## src/rtl/riscv_pkg.sv

```systemverilog
// Shared RV32I pipeline types: per-instruction control bundle carried ID -> EX.
package riscv_pkg;

  localparam int unsigned ALUOP_W  = 4;
  localparam logic [4:0]  REG_ZERO = 5'd0;

  typedef struct packed {
    logic               RegWrEnable;
    logic               MemRdEnable;
    logic               MemWrEnable;
    logic [ALUOP_W-1:0] AluOp;
  } idex_ctrl_t;

endpackage

```

## src/rtl/idex_stage_load_use_detector.sv

```systemverilog
// Load-use hazard detect: a load sitting in EX whose RD is read by the ID instruction.
module load_use_detector
  import riscv_pkg::*;
#(
  parameter int unsigned REG_WIDTH = 5
) (
  input  logic                 ex_valid_i,
  input  logic                 ex_mem_rd_i,
  input  logic [REG_WIDTH-1:0] ex_rd_i,
  input  logic                 id_valid_i,
  input  logic [REG_WIDTH-1:0] id_rs1_i,
  input  logic [REG_WIDTH-1:0] id_rs2_i,
  input  logic                 id_uses_rs1_i,
  input  logic                 id_uses_rs2_i,
  output logic                 load_use_o
);

  logic rs1_hit;
  logic rs2_hit;

  assign rs1_hit = id_uses_rs1_i && (id_rs1_i == ex_rd_i);
  assign rs2_hit = id_uses_rs2_i && (id_rs2_i == ex_rd_i);

  // x0 is never a real producer, so a load to x0 cannot create a hazard.
  assign load_use_o = ex_valid_i && ex_mem_rd_i && (ex_rd_i != REG_WIDTH'(REG_ZERO)) &&
                      id_valid_i && (rs1_hit || rs2_hit);

endmodule

```

## src/rtl/idex_stage.sv

```systemverilog
// ID/EX pipeline register with load-use stall/bubble insertion and a saturating bubble counter.
module idex_stage
  import riscv_pkg::*;
#(
  parameter int unsigned DATA_WIDTH  = 32,
  parameter int unsigned PC_WIDTH    = 32,
  parameter int unsigned REG_WIDTH   = 5,
  parameter int unsigned ALUOP_WIDTH = ALUOP_W,
  parameter int unsigned CNT_WIDTH   = 16
) (
  input  logic                   i_Clock,
  input  logic                   i_Reset,
  input  logic                   i_Valid,
  input  logic [REG_WIDTH-1:0]   i_InstRS1,
  input  logic [REG_WIDTH-1:0]   i_InstRS2,
  input  logic                   i_UsesRS1,
  input  logic                   i_UsesRS2,
  input  logic [REG_WIDTH-1:0]   i_InstRD,
  input  logic                   i_RegWrEnable,
  input  logic                   i_MemRdEnable,
  input  logic                   i_MemWrEnable,
  input  logic [ALUOP_WIDTH-1:0] i_AluOp,
  input  logic [DATA_WIDTH-1:0]  i_DataA,
  input  logic [DATA_WIDTH-1:0]  i_DataB,
  input  logic [DATA_WIDTH-1:0]  i_Imm,
  input  logic [PC_WIDTH-1:0]    i_PC,
  input  logic                   i_Flush,
  input  logic                   i_Hold,
  output logic                   o_Stall,
  output logic                   o_Valid,
  output logic [REG_WIDTH-1:0]   o_InstRS1,
  output logic [REG_WIDTH-1:0]   o_InstRS2,
  output logic [REG_WIDTH-1:0]   o_InstRD,
  output logic                   o_RegWrEnable,
  output logic                   o_MemRdEnable,
  output logic                   o_MemWrEnable,
  output logic [ALUOP_WIDTH-1:0] o_AluOp,
  output logic [DATA_WIDTH-1:0]  o_DataA,
  output logic [DATA_WIDTH-1:0]  o_DataB,
  output logic [DATA_WIDTH-1:0]  o_Imm,
  output logic [PC_WIDTH-1:0]    o_PC,
  output logic [CNT_WIDTH-1:0]   o_BubbleCount
);

  logic                  valid_q, valid_d;
  logic [REG_WIDTH-1:0]  rs1_q, rs1_d, rs2_q, rs2_d, rd_q, rd_d;
  idex_ctrl_t            ctrl_q, ctrl_d;
  logic [DATA_WIDTH-1:0] a_q, a_d, b_q, b_d, imm_q, imm_d;
  logic [PC_WIDTH-1:0]   pc_q, pc_d;
  logic [CNT_WIDTH-1:0]  cnt_q, cnt_d;
  logic                  load_use;

  load_use_detector #(
    .REG_WIDTH (REG_WIDTH)
  ) u_lud (
    .ex_valid_i    (valid_q),
    .ex_mem_rd_i   (ctrl_q.MemRdEnable),
    .ex_rd_i       (rd_q),
    .id_valid_i    (i_Valid),
    .id_rs1_i      (i_InstRS1),
    .id_rs2_i      (i_InstRS2),
    .id_uses_rs1_i (i_UsesRS1),
    .id_uses_rs2_i (i_UsesRS2),
    .load_use_o    (load_use)
  );

  // Flush is deliberately excluded so the EX redirect path cannot loop back through the stall.
  assign o_Stall = load_use || i_Hold;

  always_comb begin
    valid_d = valid_q;
    rs1_d   = rs1_q;
    rs2_d   = rs2_q;
    rd_d    = rd_q;
    ctrl_d  = ctrl_q;
    a_d     = a_q;
    b_d     = b_q;
    imm_d   = imm_q;
    pc_d    = pc_q;
    cnt_d   = cnt_q;
    if (i_Flush || (!i_Hold && load_use)) begin
      valid_d = 1'b0;
      rs1_d   = '0;
      rs2_d   = '0;
      rd_d    = '0;
      ctrl_d  = '0;
      a_d     = '0;
      b_d     = '0;
      imm_d   = '0;
      pc_d    = '0;
      if (!i_Flush && (cnt_q != '1)) begin
        cnt_d = cnt_q + 1'b1;
      end
    end else if (!i_Hold) begin
      valid_d            = i_Valid;
      rs1_d              = i_InstRS1;
      rs2_d              = i_InstRS2;
      rd_d               = i_InstRD;
      ctrl_d.RegWrEnable = i_RegWrEnable && i_Valid;
      ctrl_d.MemRdEnable = i_MemRdEnable && i_Valid;
      ctrl_d.MemWrEnable = i_MemWrEnable && i_Valid;
      ctrl_d.AluOp       = ALUOP_W'(i_AluOp);
      a_d                = i_DataA;
      b_d                = i_DataB;
      imm_d              = i_Imm;
      pc_d               = i_PC;
    end
  end

  always_ff @(posedge i_Clock or negedge i_Reset) begin
    if (!i_Reset) begin
      valid_q <= 1'b0;
      rs1_q   <= '0;
      rs2_q   <= '0;
      rd_q    <= '0;
      ctrl_q  <= '0;
      a_q     <= '0;
      b_q     <= '0;
      imm_q   <= '0;
      pc_q    <= '0;
      cnt_q   <= '0;
    end else begin
      valid_q <= valid_d;
      rs1_q   <= rs1_d;
      rs2_q   <= rs2_d;
      rd_q    <= rd_d;
      ctrl_q  <= ctrl_d;
      a_q     <= a_d;
      b_q     <= b_d;
      imm_q   <= imm_d;
      pc_q    <= pc_d;
      cnt_q   <= cnt_d;
    end
  end

  assign o_Valid       = valid_q;
  assign o_InstRS1     = rs1_q;
  assign o_InstRS2     = rs2_q;
  assign o_InstRD      = rd_q;
  assign o_RegWrEnable = ctrl_q.RegWrEnable;
  assign o_MemRdEnable = ctrl_q.MemRdEnable;
  assign o_MemWrEnable = ctrl_q.MemWrEnable;
  assign o_AluOp       = ALUOP_WIDTH'(ctrl_q.AluOp);
  assign o_DataA       = a_q;
  assign o_DataB       = b_q;
  assign o_Imm         = imm_q;
  assign o_PC          = pc_q;
  assign o_BubbleCount = cnt_q;

endmodule

```

## config.mk

```make
export PLATFORM = sky130hd
export DESIGN_NAME = idex_stage
export DESIGN_NICKNAME = d
export VERILOG_FILES = /design/src/rtl/riscv_pkg.sv /design/src/rtl/idex_stage_load_use_detector.sv /design/src/rtl/idex_stage.sv
export SDC_FILE = /design/constraint.sdc
export NUM_CORES = 1
export LEC_CHECK = 0
export ABC_AREA = 1
export CORE_MARGIN = 5
export CORE_UTILIZATION = 45
export DETAILED_ROUTE_END_ITERATION = 16
export GPL_TIMING_DRIVEN = 0
export PLACE_DENSITY = 0.84
export SLEW_MARGIN = 20
export SYNTH_ARGS = -nofsm -noshare
export SYNTH_HDL_FRONTEND = slang
export SYNTH_SLANG_ARGS = --single-unit
```

## constraint.sdc

```tcl
create_clock -name i_Clock -period 2.69 [get_ports i_Clock]
set_clock_uncertainty 0.15 [all_clocks]
set_input_delay 0.538 -clock i_Clock [delete_from_list [all_inputs] [get_ports i_Clock]]
set_output_delay 0.538 -clock i_Clock [all_outputs]
set_load 0.1 [all_outputs]
```

# Yosys cells after proc, flatten, opt, wreduce, memory -nomap -nowiden
# Index checks and enable logic that the tools add are counted.
[word_totals]
register_bits = 167
latch_bits = 0
mem_bits_rw = 0
mem_bits_ro = 0
out_inout_bits = 168
mem_count = 0
[op_classes]
n_addsub = 1
multipliers = 0
n_div = 0
order_cmp = 0
eq_ne = 4
shifts = 0
muxes = 18
n_bitwise = 0
reduce_logical = 18
[ops]
columns = ["cell", "n"]
rows = [
  ["$mux W32", 8],
  ["$mux W5", 6],
  ["$add A16 B1 Y16 const B", 1],
  ["$ne A16 B16 Y1 const B", 1],
  ["$mux W7", 2],
  ["$logic_and A1 B1 Y1", 11],
  ["$eq A5 B5 Y1", 2],
  ["$reduce_bool A5 Y1", 1],
  ["$logic_or A1 B1 Y1", 3],
  ["$logic_not A1 Y1", 2],
  ["$mux W1", 2],
  ["$ne A2 B1 Y1 const B", 1],
  ["$reduce_and A2 Y1", 1],
]

# Depth between registers and ports, before layout
[logic_depth]
ltp_word = 7
depth_mapped = 12
ltp_nobuf = 11

# By module
# Synthesis repeated with hierarchy kept, for this count alone.
[hier_totals]
cells_unflattened = 565
area_unflattened_um2 = 6800.3
[by_module_without_submodules]
columns = ["module", "instances", "cells_per_inst", "area_per_inst_um2", "seq_area_each_um2"]
rows = [
  ["idex_stage", 1, 509, 6575.1, 4179.0],
  ["load_use_detector", 1, 56, 225.2, 0.0],
]

# Worst setup path before layout
# Ideal clock, no wire load.
[synth_timing]
path_kind = "register -> output"
start = "reg rd_q[3] (netlist: o_InstRD[3])"
end = "out o_Stall"
arrival_ns = 1.980
setup_slack_ns = 0.022
stages_incl_launch_ff = 11
path_cell_list = "dfrtp_1 -> inv_2 -> nand2_1 -> nand2_1 -> nor2_1 -> nand3_1 -> nand2_2 -> nand2_2 -> nand2_2 -> buf_6 -> buf_6"
[synth_via]
elab_chain_cells = 5
word_cells_on_any_way = 10
[synth_rtl]
columns = ["item", "line", "rtl"]
rows = [
  ["start, declared", "idex_stage.sv:46", "logic [REG_WIDTH-1:0] rs1_q, rs1_d, rs2_q, rs2_d, rd_q, rd_d;"],
  ["start signal, assigned", "idex_stage.sv:126", "rd_q <= rd_d;"],
  ["$eq A5 B5 Y1 (tied with other cells)", "idex_stage_load_use_detector.sv:21", "assign rs1_hit = id_uses_rs1_i && (id_rs1_i == ex_rd_i);"],
  ["$logic_and A1 B1 Y1 (on tied branches)", "idex_stage_load_use_detector.sv:21, idex_stage_load_use_detector.sv:22, idex_stage_load_use_detector.sv:25", ""],
  ["$logic_or A1 B1 Y1 or $logic_and A1 B1 Y1 (tied branches)", "idex_stage_load_use_detector.sv:26, idex_stage_load_use_detector.sv:25", ""],
  ["$logic_and A1 B1 Y1 *", "idex_stage_load_use_detector.sv:26", "id_valid_i && (rs1_hit || rs2_hit);"],
  ["$logic_or A1 B1 Y1 *", "idex_stage.sv:68", "assign o_Stall = load_use || i_Hold;"],
  ["end, declared", "idex_stage.sv:29", "output logic o_Stall,"],
]
# Mark *: on every way between the ends. The rest lies on a longest branch, timed or not.

# Worst setup path in the final report
[layout_timing]
start = "reg valid_q (netlist: o_Valid)"
end = "out o_Valid"
[layout_lines]
columns = ["item", "line", "rtl"]
rows = [
  ["start, declared", "idex_stage.sv:45", "logic valid_q, valid_d;"],
  ["start signal, assigned", "idex_stage.sv:123", "valid_q <= valid_d;"],
  ["end, declared", "idex_stage.sv:30", "output logic o_Valid,"],
]
# No word-level cell between the ends.

==> metrics.yaml <==
status: "finished clean"
drv_slew: 0
syn_area_per_cell_um2: 8.394
design_area_mm2: 0.01141
diodes: 0
area_delta_synth_final_pct: 58.73
post-place-ws_ps: -1250
route.detailed.drc: 0
synth.top_cell.area_share_pct: 58.16
synth_fp_nets: 1014
cap_violations: 0
power_frac_seq_pct: 37.1
r2r_slack_ps: 750
postSynth.asyncResetShare_pct: 100.0
overflow: 0
intPower_mw: 4.808
die_x_um: 136.4
yosysUniqueCellTypes: 23
port_buffers: 324
finalSetupViolCount: 0
power_density_mw_per_mm2: 657.0
seq_area_mm2: 0.004179
fill_cells: 1199
synth_edf_count: 0
grt_pass1_vias: 7044
via_per_inst: 4.938
row_count: 46
multi_input_area_mm2: 0.002631
yosys-top-cells-count: "nand2_1 (381), dfrtp_1 (167), o21ai_0 (133)"
tightest_slew_ps: 1068
fin_ws_ps: 38.89
leakagePower_nw: 5.372
place.detailed.hpwl_mm: 18.33
synth_area_leaders: "dfrtp_1 (58%), nand2_1 (20%), o21ai_0 (9.3%)"
crit_type: "reg2out"
yosys_warnings: 0
dieArea_mm2: 0.01860
pwr-share-comb_pct: 29.2
whs_path_depth: 3
syn_area_mm2: 0.007186
yosysMostFrequentCell: "nand2_1"
fmax_mhz: 377.2
max_stage_delay_ps: 1180
placed_area_mm2: 0.01073
antenna_found_initial: 0
synth_ff_type: "dfrtp_1"
drt_iter0_drc: 414
clock_sinks: 167
wl_mm: 24.54
grtUsageTotal_pct: 26.18
synth-seq-area-share_pct: 58.16
swShare_pct: 35.84
path_delay_family: "buffers and inverters"
clk_pin_slew_ps: 60
fin_crit_sh_pct: 98.55
worst-path-buf-inv: 1
maxSlewHeadroom_pct: 28.66
routabilityCongestion: 0.8516
ys_seq_elements: 167
cts_tree: "done"
die_height_um: 136.4
path_cells: "clkdlybuf4s50_1"
endpoint_kind: "output pin"
initial_core_util_pct: 45.56
ff2ff_path_depth: 11
min_to: "o_InstRS1[0]"
p_clk_share_pct: 33.7
post_drt_wl_per_cell_um: 17.16
htreeDepth: 4
hold_path.class: "in2reg"
final_layout_size_suffix_gt1_share_pct: 6.590
core-area_mm2: 0.01577
switching_power_mw: 2.686
first_pass_iters: 5
ant_nets: 0
cts.path.max_buffers: 2
cts_made_buffers: 17
grt_max_degree: 91
final_nets: 1362
vias: 7062
fin_crit_ps: 2651
clock_latency_ps: 420
yosys.area.top_type: "dfrtp_1"
path_max_fanout: 3
critPathRequiredTime_ps: 2000
r2r-start: "o_BubbleCount[0]"
grt_pass1_wl_mm: 37.46
hp-start: "i_InstRS1[0]"
io_pins: 325
synthCells: 856
cp_slowest_cell: "clkdlybuf4s50_1"
critical_path_arrival_ps: 1960
ctsRootBufferMaster: "clkbuf_16"
cp-start-kind: "register"
irDropWorstVdd_mv: 0.4572
finalHoldViolCount: 0
reg2reg_to: "o_BubbleCount[10]"
## cell usage in the layout, fill, tap and decap left out, drive strengths merged
| cell | instances |
|---|---|
| nand3 | 31 |
| nor3 | 2 |
| xor2 | 4 |
| inv | 35 |
| ha | 1 |
| o21bai | 1 |
| nor2 | 23 |
| o21ai | 142 |
| clkinv | 4 |
| xnor2 | 2 |
| nand2b | 1 |
| nand2 | 388 |
| nand4 | 3 |
| dfrtp | 167 |
| dlygate4sd3 | 1 |
| dlymetal6s2s | 14 |
| clkbuf | 49 |
| clkinvlp | 1 |
| o22ai | 5 |
| bufinv | 4 |
| clkdlybuf4s50 | 285 |
| dlygate4sd2 | 23 |
| buf | 28 |
## layout make-up
cell class | instances | share of cell area, %
buffer | 49 | 2.194
clock buffer | 21 | 3.949
clock inverter | 8 | 1.316
inverter | 36 | 1.185
multi-input combinational | 603 | 23.07
sequential | 167 | 36.64
tap | 216 | 2.369
timing repair buffer | 330 | 29.28
## stage by stage
step / utilization, % / TNS [ps] / power [mW] / hold WS (ps) / cells
floorplan: - / 0 / 4.263 / 92.41 / 856
global placement: 67.84 / -1007270 / 4.999 / 312.1 / 1396
detailed placement: 68.05 / -1400 / 5.029 / 321.9 / 1397
CTS: 71.87 / 0 / 7.530 / 336.2 / 1427
global route: 72.33 / -20.41 / 7.746 / 291.6 / 1430
finish: 72.33 / 0 / 7.494 / 291.5 / 1430
## state kept, by name, indices dropped and copies added, names as in the netlist
register       cells
o_DataA           32
o_MemWrEnable      1
o_InstRD           5
o_MemRdEnable      1
o_AluOp            4
o_Valid            1
o_DataB           32
o_Imm             32
o_InstRS1          5
o_InstRS2          5
o_RegWrEnable      1
o_BubbleCount     16
o_PC              32
## worst max-delay path by stage
stage / startpoint / endpoint / slack [ps] / depth (start not counted)
6_report: o_Valid / o_Valid / 40 / 1
5_1_grt: i_InstRS2[3] / o_Stall / -20 / 11
4_1_cts: o_PC[26] / o_PC[26] / 3 / 1
3_5_place_dp: i_InstRS1[2] / o_Stall / -1250 / 12
3_3_place_gp: i_Reset / o_DataB[14] / -6040 / 1
2_1_floorplan: o_InstRD[3] / o_Stall / 20 / 10
## kinds of logic (layout without fill, tap and decap cells)
logic type,Yosys count,after routing,share of synthesized area [%]
AO/OA/AOI/OAI,148,148,10.90
adder cells (fa/ha/maj),1,1,0.1741
AND/OR/NAND/NOR,448,448,24.64
buffers and inverters,86,444,5.398
flip-flops,167,167,58.16
XOR/XNOR,6,6,0.7313
## power groups by stage
| stage | clock network (mW) | registers, mW | logic [mW] |
|---|---|---|---|
| 2_1_floorplan | 0 | 3.96 | 0.306 |
| 3_3_place_gp | 0 | 2.82 | 2.18 |
| 3_5_place_dp | 0 | 2.82 | 2.20 |
| 4_1_cts | 2.55 | 2.78 | 2.20 |
| 5_1_grt | 2.66 | 2.80 | 2.28 |
| 6_report | 2.53 | 2.78 | 2.19 |
## metal layers
metal	part of all wire [%]	GRT usage [%]	vias up
met5	0	0	-
met4	3.5	10.36	0
met3	9.8	9.771	54
met2	50	44.96	276
met1	37	29.51	3322
li1	-	-	3410
## repair_timing
action	CTS	global route
setup buffers	1	3
resized for setup	35	17
endpoints found under the setup margin	23	11
endpoints found under the hold margin	77	0
pin swaps	0	1
hold buffers	1	0
(Power assumes the default switching activity.)
